==> src/rtl/i2c_frame_pkg.sv <==
// Shared constants, types and helpers for the calculator frame transmitter.
// Frame length depends on TX_CHECKSUM_EN (adds one XOR byte when defined).
package i2c_frame_pkg;

    typedef enum logic [1:0] {
        OP_ADD = 2'b00,
        OP_SUB = 2'b01,
        OP_MUL = 2'b10,
        OP_DIV = 2'b11
    } op_e;

    localparam logic [5:0] START_PREFIX   = 6'b111111;
    localparam int         FRAME_LEN_BASE = 13;

`ifdef TX_CHECKSUM_EN
    localparam int FRAME_LEN = FRAME_LEN_BASE + 1;
`else
    localparam int FRAME_LEN = FRAME_LEN_BASE;
`endif

    localparam logic [2:0] IDLE     = 3'd0;
    localparam logic [2:0] LOAD     = 3'd1;
    localparam logic [2:0] ACCEPT   = 3'd2;
    localparam logic [2:0] COMPLETE = 3'd3;
    localparam logic [2:0] GAP      = 3'd4;

    typedef struct packed {
        logic [7:0]  start;
        logic [31:0] a;
        logic [31:0] b;
        logic [31:0] r;
    } frame_t;

    function automatic logic [7:0] frame_xor(input logic [103:0] frame);
        logic [7:0] acc;
        acc = '0;
        for (int i = 0; i < FRAME_LEN_BASE; i++) acc ^= frame[i*8 +: 8];
        return acc;
    endfunction

endpackage

==> src/rtl/i2c_byte_issuer.sv <==
// Single-byte enable/ready handshake toward the I2C master, with the
// ACCEPT-phase timeout counter. Reports issue/accept/timeout/byte_done to the frame FSM.
module i2c_byte_issuer
    import i2c_frame_pkg::*;
#(
    parameter int ACCEPT_TIMEOUT = 1023
) (
    input  logic       clk,
    input  logic       rst,
    input  logic [2:0] state,
    input  logic       m_ready,
    output logic       m_enable,
    output logic       issue,
    output logic       accepted,
    output logic       timeout,
    output logic       byte_done
);

    localparam int            TW         = $clog2(ACCEPT_TIMEOUT + 1);
    localparam logic [TW-1:0] TIMER_LAST = TW'(ACCEPT_TIMEOUT - 1);

    logic [TW-1:0] timer;

    // A master that drops ready wins over a timeout landing on the same cycle.
    assign issue     = (state == LOAD) && m_ready;
    assign accepted  = (state == ACCEPT) && !m_ready;
    assign timeout   = (state == ACCEPT) && m_ready && (timer == TIMER_LAST);
    assign byte_done = (state == COMPLETE) && m_ready;

    // NOTE: sequential state uses non-blocking assignments so every flop samples pre-edge values.
    always_ff @(posedge clk) begin
        if (!rst) begin
            m_enable <= 1'b0;
            timer    <= '0;
        end else if (issue) begin
            m_enable <= 1'b1;
            timer    <= '0;
        end else if (accepted || timeout) begin
            m_enable <= 1'b0;
        end else if (state == ACCEPT) begin
            timer <= timer + 1'b1;
        end
    end

endmodule

==> src/rtl/i2c_frame_tx.sv <==
// Frame transmitter: latches {start, A, B, R} and streams it MSB-first through the master.
// Build with TX_CHECKSUM_EN defined to append an XOR checksum byte.
module i2c_frame_tx #(
    parameter logic [6:0] SLAVE_ADDR     = 7'h07,
    parameter logic [5:0] START_PREFIX   = i2c_frame_pkg::START_PREFIX,
    parameter int         ACCEPT_TIMEOUT = 1023,
    parameter int         GAP_CYCLES     = 50
) (
    input  logic        clk,
    input  logic        rst,
    input  logic        frame_valid,
    output logic        frame_ready,
    input  logic [1:0]  op,
    input  logic [31:0] op_a,
    input  logic [31:0] op_b,
    input  logic [31:0] result,
    output logic [6:0]  m_addr,
    output logic [7:0]  m_data,
    output logic        m_rw,
    output logic        m_enable,
    input  logic        m_ready,
    output logic        busy,
    output logic [3:0]  byte_idx,
    output logic        done,
    output logic        error
);
    import i2c_frame_pkg::*;

    localparam int            SREG_W   = FRAME_LEN * 8;
    localparam logic [3:0]    LAST_IDX = 4'(FRAME_LEN - 1);
    localparam int            GW       = $clog2(GAP_CYCLES + 1);
    localparam logic [GW-1:0] GAP_LAST = GW'(GAP_CYCLES - 1);

    logic [2:0]        state;
    logic [SREG_W-1:0] sreg;
    logic [GW-1:0]     gap_cnt;
    frame_t            frame;
    logic              issue, accepted, timeout, byte_done;

    always_comb begin
        frame.start = {START_PREFIX, op};
        frame.a     = op_a;
        frame.b     = op_b;
        frame.r     = result;
    end

    assign m_addr = SLAVE_ADDR;
    assign m_rw   = 1'b0;
    assign m_data = sreg[SREG_W-1 -: 8];

    i2c_byte_issuer #(
        .ACCEPT_TIMEOUT(ACCEPT_TIMEOUT)
    ) u_issuer (
        .clk      (clk),
        .rst      (rst),
        .state    (state),
        .m_ready  (m_ready),
        .m_enable (m_enable),
        .issue    (issue),
        .accepted (accepted),
        .timeout  (timeout),
        .byte_done(byte_done)
    );

    always_ff @(posedge clk) begin
        if (!rst) begin
            state       <= IDLE;
            // NOTE: the shift register is reset too, so m_data reads 0 right after reset.
            sreg        <= '0;
            byte_idx    <= '0;
            gap_cnt     <= '0;
            busy        <= 1'b0;
            frame_ready <= 1'b0;
            done        <= 1'b0;
            error       <= 1'b0;
        end else begin
            done  <= 1'b0;
            error <= 1'b0;
            case (state)
                IDLE: begin
                    if (frame_ready && frame_valid) begin
`ifdef TX_CHECKSUM_EN
                        sreg <= {frame, frame_xor(frame)};
`else
                        sreg <= frame;
`endif
                        byte_idx    <= '0;
                        busy        <= 1'b1;
                        frame_ready <= 1'b0;
                        state       <= LOAD;
                    end else begin
                        frame_ready <= 1'b1;
                    end
                end
                LOAD: if (issue) state <= ACCEPT;
                ACCEPT: begin
                    if (accepted) begin
                        state <= COMPLETE;
                    end else if (timeout) begin
                        error   <= 1'b1;
                        busy    <= 1'b0;
                        gap_cnt <= '0;
                        state   <= GAP;
                    end
                end
                COMPLETE: begin
                    if (byte_done) begin
                        if (byte_idx == LAST_IDX) begin
                            done    <= 1'b1;
                            busy    <= 1'b0;
                            gap_cnt <= '0;
                            state   <= GAP;
                        end else begin
                            sreg     <= {sreg[SREG_W-9:0], 8'h00};
                            byte_idx <= byte_idx + 4'd1;
                            state    <= LOAD;
                        end
                    end
                end
                GAP: begin
                    if (gap_cnt == GAP_LAST) begin
                        frame_ready <= 1'b1;
                        state       <= IDLE;
                    end else begin
                        gap_cnt <= gap_cnt + 1'b1;
                    end
                end
                default: state <= IDLE;
            endcase
        end
    end

endmodule

==> config.mk <==
export PLATFORM = sky130hd
export DESIGN_NAME = i2c_frame_tx
export DESIGN_NICKNAME = d
export VERILOG_FILES = /design/src/rtl/i2c_frame_pkg.sv /design/src/rtl/i2c_byte_issuer.sv /design/src/rtl/i2c_frame_tx.sv
export SDC_FILE = /design/constraint.sdc
export NUM_CORES = 1
export LEC_CHECK = 0
export ABC_AREA = 1
export ABC_CLOCK_PERIOD_IN_PS = 1800
export CORE_ASPECT_RATIO = 0.5
export CORE_MARGIN = 2
export CORE_UTILIZATION = 52
export CTS_BUF_LIST = sky130_fd_sc_hd__clkbuf_16
export DETAILED_ROUTE_END_ITERATION = 16
export GPL_ROUTABILITY_DRIVEN = 1
export PLACE_DENSITY = 0.81
export SLEW_MARGIN = 5
export SYNTH_ARGS = -nofsm -noshare
export SYNTH_HDL_FRONTEND = slang
export SYNTH_SLANG_ARGS = --single-unit
==> constraint.sdc <==
create_clock -name clk -period 1.8 [get_ports clk]
set_input_delay 0.27 -clock clk [delete_from_list [all_inputs] [get_ports clk]]
set_output_delay 0.27 -clock clk [all_outputs]
set_load 0.02 [all_outputs]
==> flow_metrics.env <==
export IMPL_area_delta_synth_final_pct=34.99
export IMPL_ant_nets=0
export IMPL_io_pins=127
export IMPL_arrival_ps=2100
export IMPL_run_status="finished, final reports clean"
export IMPL_viasPerCell=5.094
export IMPL_period_needed_ps=1754
export IMPL_tns_ps=0
export IMPL_synth_cells=977
export IMPL_ir_drop_v=0.001118
export IMPL_layout_setup_ws_ps=46.49
export IMPL_hold_buffers=0
export IMPL_p_leak_nw=3.709
export IMPL_antenna_found_initial=0
export IMPL_max_freq_mhz=570.3
export IMPL_period_share=0.9742
export IMPL_dr_total_vias=6444
export IMPL_cts_clk_slew_worst_paths_ps=60
export IMPL_final_max_slew_viol_count=0
export IMPL_grt_pass1_wl_um=26410
export IMPL_grtUsageTotal=0.2505
export IMPL_slowest_stage="dfxtp_1"
export IMPL_holdCritStartpoint="rst"
export IMPL_power_mw=14.76
export IMPL_cts_root_buf="clkbuf_16"
export IMPL_drtIter0Drc=541
export IMPL_core_area_um2=11810
export IMPL_critPathKind="flop to flop"
export IMPL_htree_num_levels=4
export IMPL_fillers=978
export IMPL_power_density_nw_per_um2=1738
export IMPL_setup_worst_path_start_class="flop"
export IMPL_hold_viol_final=0
export IMPL_min_path_type="input pin to flop"
export IMPL_hold_ws_ps=284.6
export IMPL_netlist_area_um2=6294
export IMPL_cpMostUsedCell="nand2_2"
export IMPL_critPathRequiredTime_ps=2140
export IMPL_cap_violations=0
export IMPL_place_congestion=0.8818
export IMPL_worstRegToRegCells=10
export IMPL_wl_per_cell_um=13.62
export IMPL_cts_tree="yes"
export IMPL_cpPeakStageDelay_ps=410
export IMPL_firstDrtPassIters=5
export IMPL_r2r_start="state[1]$_SDFFE_PN0P_"
export IMPL_finClkSkew_ps=8.448
export IMPL_clockBufferDepth=2
export IMPL_yosysSeqAreaShare=0.4199
export IMPL_drc=0
export IMPL_wl_um=17220
export IMPL_ff2ff_setup_slack_ps=50
export IMPL_min_path_cells=3
export IMPL_cts_buffers=17
export IMPL_port_buffers=118
export IMPL_overflow=0
export IMPL_yosys_warnings=0
export IMPL_critical_path_top_delay_family="simple AND/OR/NAND/NOR gates"
export IMPL_crit_chain="nand2_1 > nor2_4 > nand2_2 > nand2_2 > nand3_4 > buf_12 > clkinv_8 > buf_4 > nand3_1 > a21oi_1"
export IMPL_fin_nets=1195
export IMPL_rsz0062_at_grt="yes"
export IMPL_cts_num_sinks=132
export IMPL_ys_ff_latch=132
export IMPL_r2r_end="sreg[2]$_SDFFE_PN0P_"
export IMPL_grt_max_degree=93
export IMPL_dieArea_um2=13050
export IMPL_die_w_um=159.6
export IMPL_dp_final_hpwl_um=10410
export IMPL_setup_violations_final=0
export IMPL_rows=28
export IMPL_min_to="u_issuer.m_enable$_SDFFE_PN0P_"
export IMPL_dieHeight_um=81.79
export IMPL_clk_latency_ps=420
export IMPL_ys_types=29
export IMPL_grt_pass1_vias=5735
export IMPL_synth_area_per_cell_um2=6.442
export IMPL_path_max_fanout=6
export IMPL_finish_utilization=0.7196
export IMPL_antenna_cells=0
export IMPL_critPathCaptureType="flop"
export IMPL_drive_gt1_frac=0.08000
export IMPL_critPathBufInv=3
export IMPL_preCtsSetupSlack_ps=0.7180
export IMPL_initial_core_util=0.5331
==> power by group <==
part	internal [mW]	switching, mW
clock network	2.33	1.39
registers	4.15	0.662
logic	2.66	3.57
total	9.14	5.62
==> registers in the layout, indices dropped and copies added (netlist names) <==
name / cells
done: 1
busy: 1
u_issuer.m_enable: 1
u_issuer.timer: 10
error: 1
state: 3
byte_idx: 4
gap_cnt: 6
frame_ready: 1
sreg: 104
==> worst max path at each step <==
| stage | from | endpoint | slack (ps) | cells past startpoint |
|---|---|---|---|---|
| detailed placement | byte_idx[0]$_SDFFE_PN0P_ | sreg[102]$_SDFFE_PN0P_ | 0.7 | 10 |
| floorplan | byte_idx[0]$_SDFFE_PN0P_ | byte_idx[2]$_SDFFE_PN0P_ | 30 | 11 |
| global placement | frame_valid | sreg[100]$_SDFFE_PN0P_ | 80 | 8 |
| global route | state[1]$_SDFFE_PN0P_ | sreg[2]$_SDFFE_PN0P_ | -50 | 10 |
| CTS | byte_idx[0]$_SDFFE_PN0P_ | sreg[31]$_SDFFE_PN0P_ | 2 | 9 |
| finish | state[1]$_SDFFE_PN0P_ | sreg[2]$_SDFFE_PN0P_ | 50 | 10 |
==> layer usage <==
layer,GRT usage,vias up,share of wire
li1,-,3268,-
met1,0.3220,2945,0.45
met2,0.4238,203,0.47
met3,0.05404,28,0.064
met4,0.09182,0,0.016
met5,0,-,0
==> cell families (layout without fill, tap and decap cells) <==
family	Yosys count	after routing	synth area share
buffers and inverters	108	225	0.08449
AOI/OAI and AO/OA	153	153	0.1223
xor gates and xnor gates	7	7	0.009742
other	2	8	0.001193
and+or+nand+nor	569	569	0.3505
DFF	132	132	0.4199
adders and majority gates	6	6	0.01193
==> synthesized netlist by cell type <==
| library cell | n | share of area |
|---|---|---|
| a21oi_1 | 40 | 0.032 |
| a31oi_1 | 1 | 0.00099 |
| and3_1 | 1 | 0.00099 |
| buf_1 | 1 | 0.00060 |
| buf_2 | 21 | 0.017 |
| buf_4 | 20 | 0.024 |
| buf_6 | 3 | 0.0054 |
| clkbuf_1 | 28 | 0.017 |
| clkinv_1 | 1 | 0.00060 |
| conb_1 | 2 | 0.0012 |
| dfxtp_1 | 132 | 0.42 |
| ha_1 | 6 | 0.012 |
| inv_1 | 32 | 0.019 |
| inv_2 | 1 | 0.00060 |
| inv_4 | 1 | 0.00099 |
| nand2_1 | 329 | 0.20 |
| nand3_1 | 32 | 0.025 |
| nand3_2 | 1 | 0.0016 |
| nand3b_1 | 1 | 0.0012 |
| nand4_1 | 2 | 0.0020 |
| nor2_1 | 196 | 0.12 |
| nor2_2 | 1 | 0.00099 |
| nor3_1 | 4 | 0.0032 |
| nor4_1 | 1 | 0.00099 |
| o21ai_0 | 111 | 0.088 |
| o21bai_1 | 1 | 0.0012 |
| or2_2 | 1 | 0.00099 |
| xnor2_1 | 1 | 0.0014 |
| xor2_1 | 6 | 0.0083 |
==> tightest hold or removal path: stages <==
cell	delay, ps
buf_2	140
inv_2	140
nor2_1	110
==> placed cells by master, fill, tap and decap left out, drive strengths merged <==
cell type	netlist	final
a31oi	1	1
nand2	329	329
and3	1	1
or2	1	1
bufinv	0	4
nand3	33	33
nor3	4	4
nor4	1	1
dfxtp	132	132
clkinvlp	0	4
clkinv	1	7
clkbuf	28	20
a21oi	40	40
buf	45	38
nor2	197	197
o21bai	1	1
ha	6	6
conb	2	8
nand3b	1	1
nand4	2	2
clkdlybuf4s50	0	116
dlymetal6s2s	0	1
xor2	6	6
inv	34	35
xnor2	1	1
o21ai	111	111
==> stage by stage <==
stage	cell area, µm²	std cells
2_1_floorplan	6316	983
3_3_place_gp	7651	1223
3_5_place_dp	7651	1223
4_1_cts	8288	1255
5_1_grt	8496	1265
6_report	8496	1265
==> cell type report <==
cell class / instances / area, µm² / area share
clock inverters: 15 / 209.0 / 0.02459
well taps: 165 / 206.4 / 0.02430
inverters: 35 / 143.9 / 0.01694
flip-flops and latches: 132 / 2644 / 0.3112
clock buffers: 17 / 425.4 / 0.05007
multi-input cells: 743 / 3196 / 0.3761
repair buffers: 158 / 1672 / 0.1968
==> repair_timing <==
| item | in CTS | in global routing |
|---|---|---|
| gates resized for setup | 2 | 45 |
| endpoints found under the setup margin | 2 | 98 |
| pin swaps | 0 | 1 |
| buffers inserted | 0 | 5 |
| gates cloned | 0 | 5 |
No activity file was read; power rests on OpenSTA's default activity.
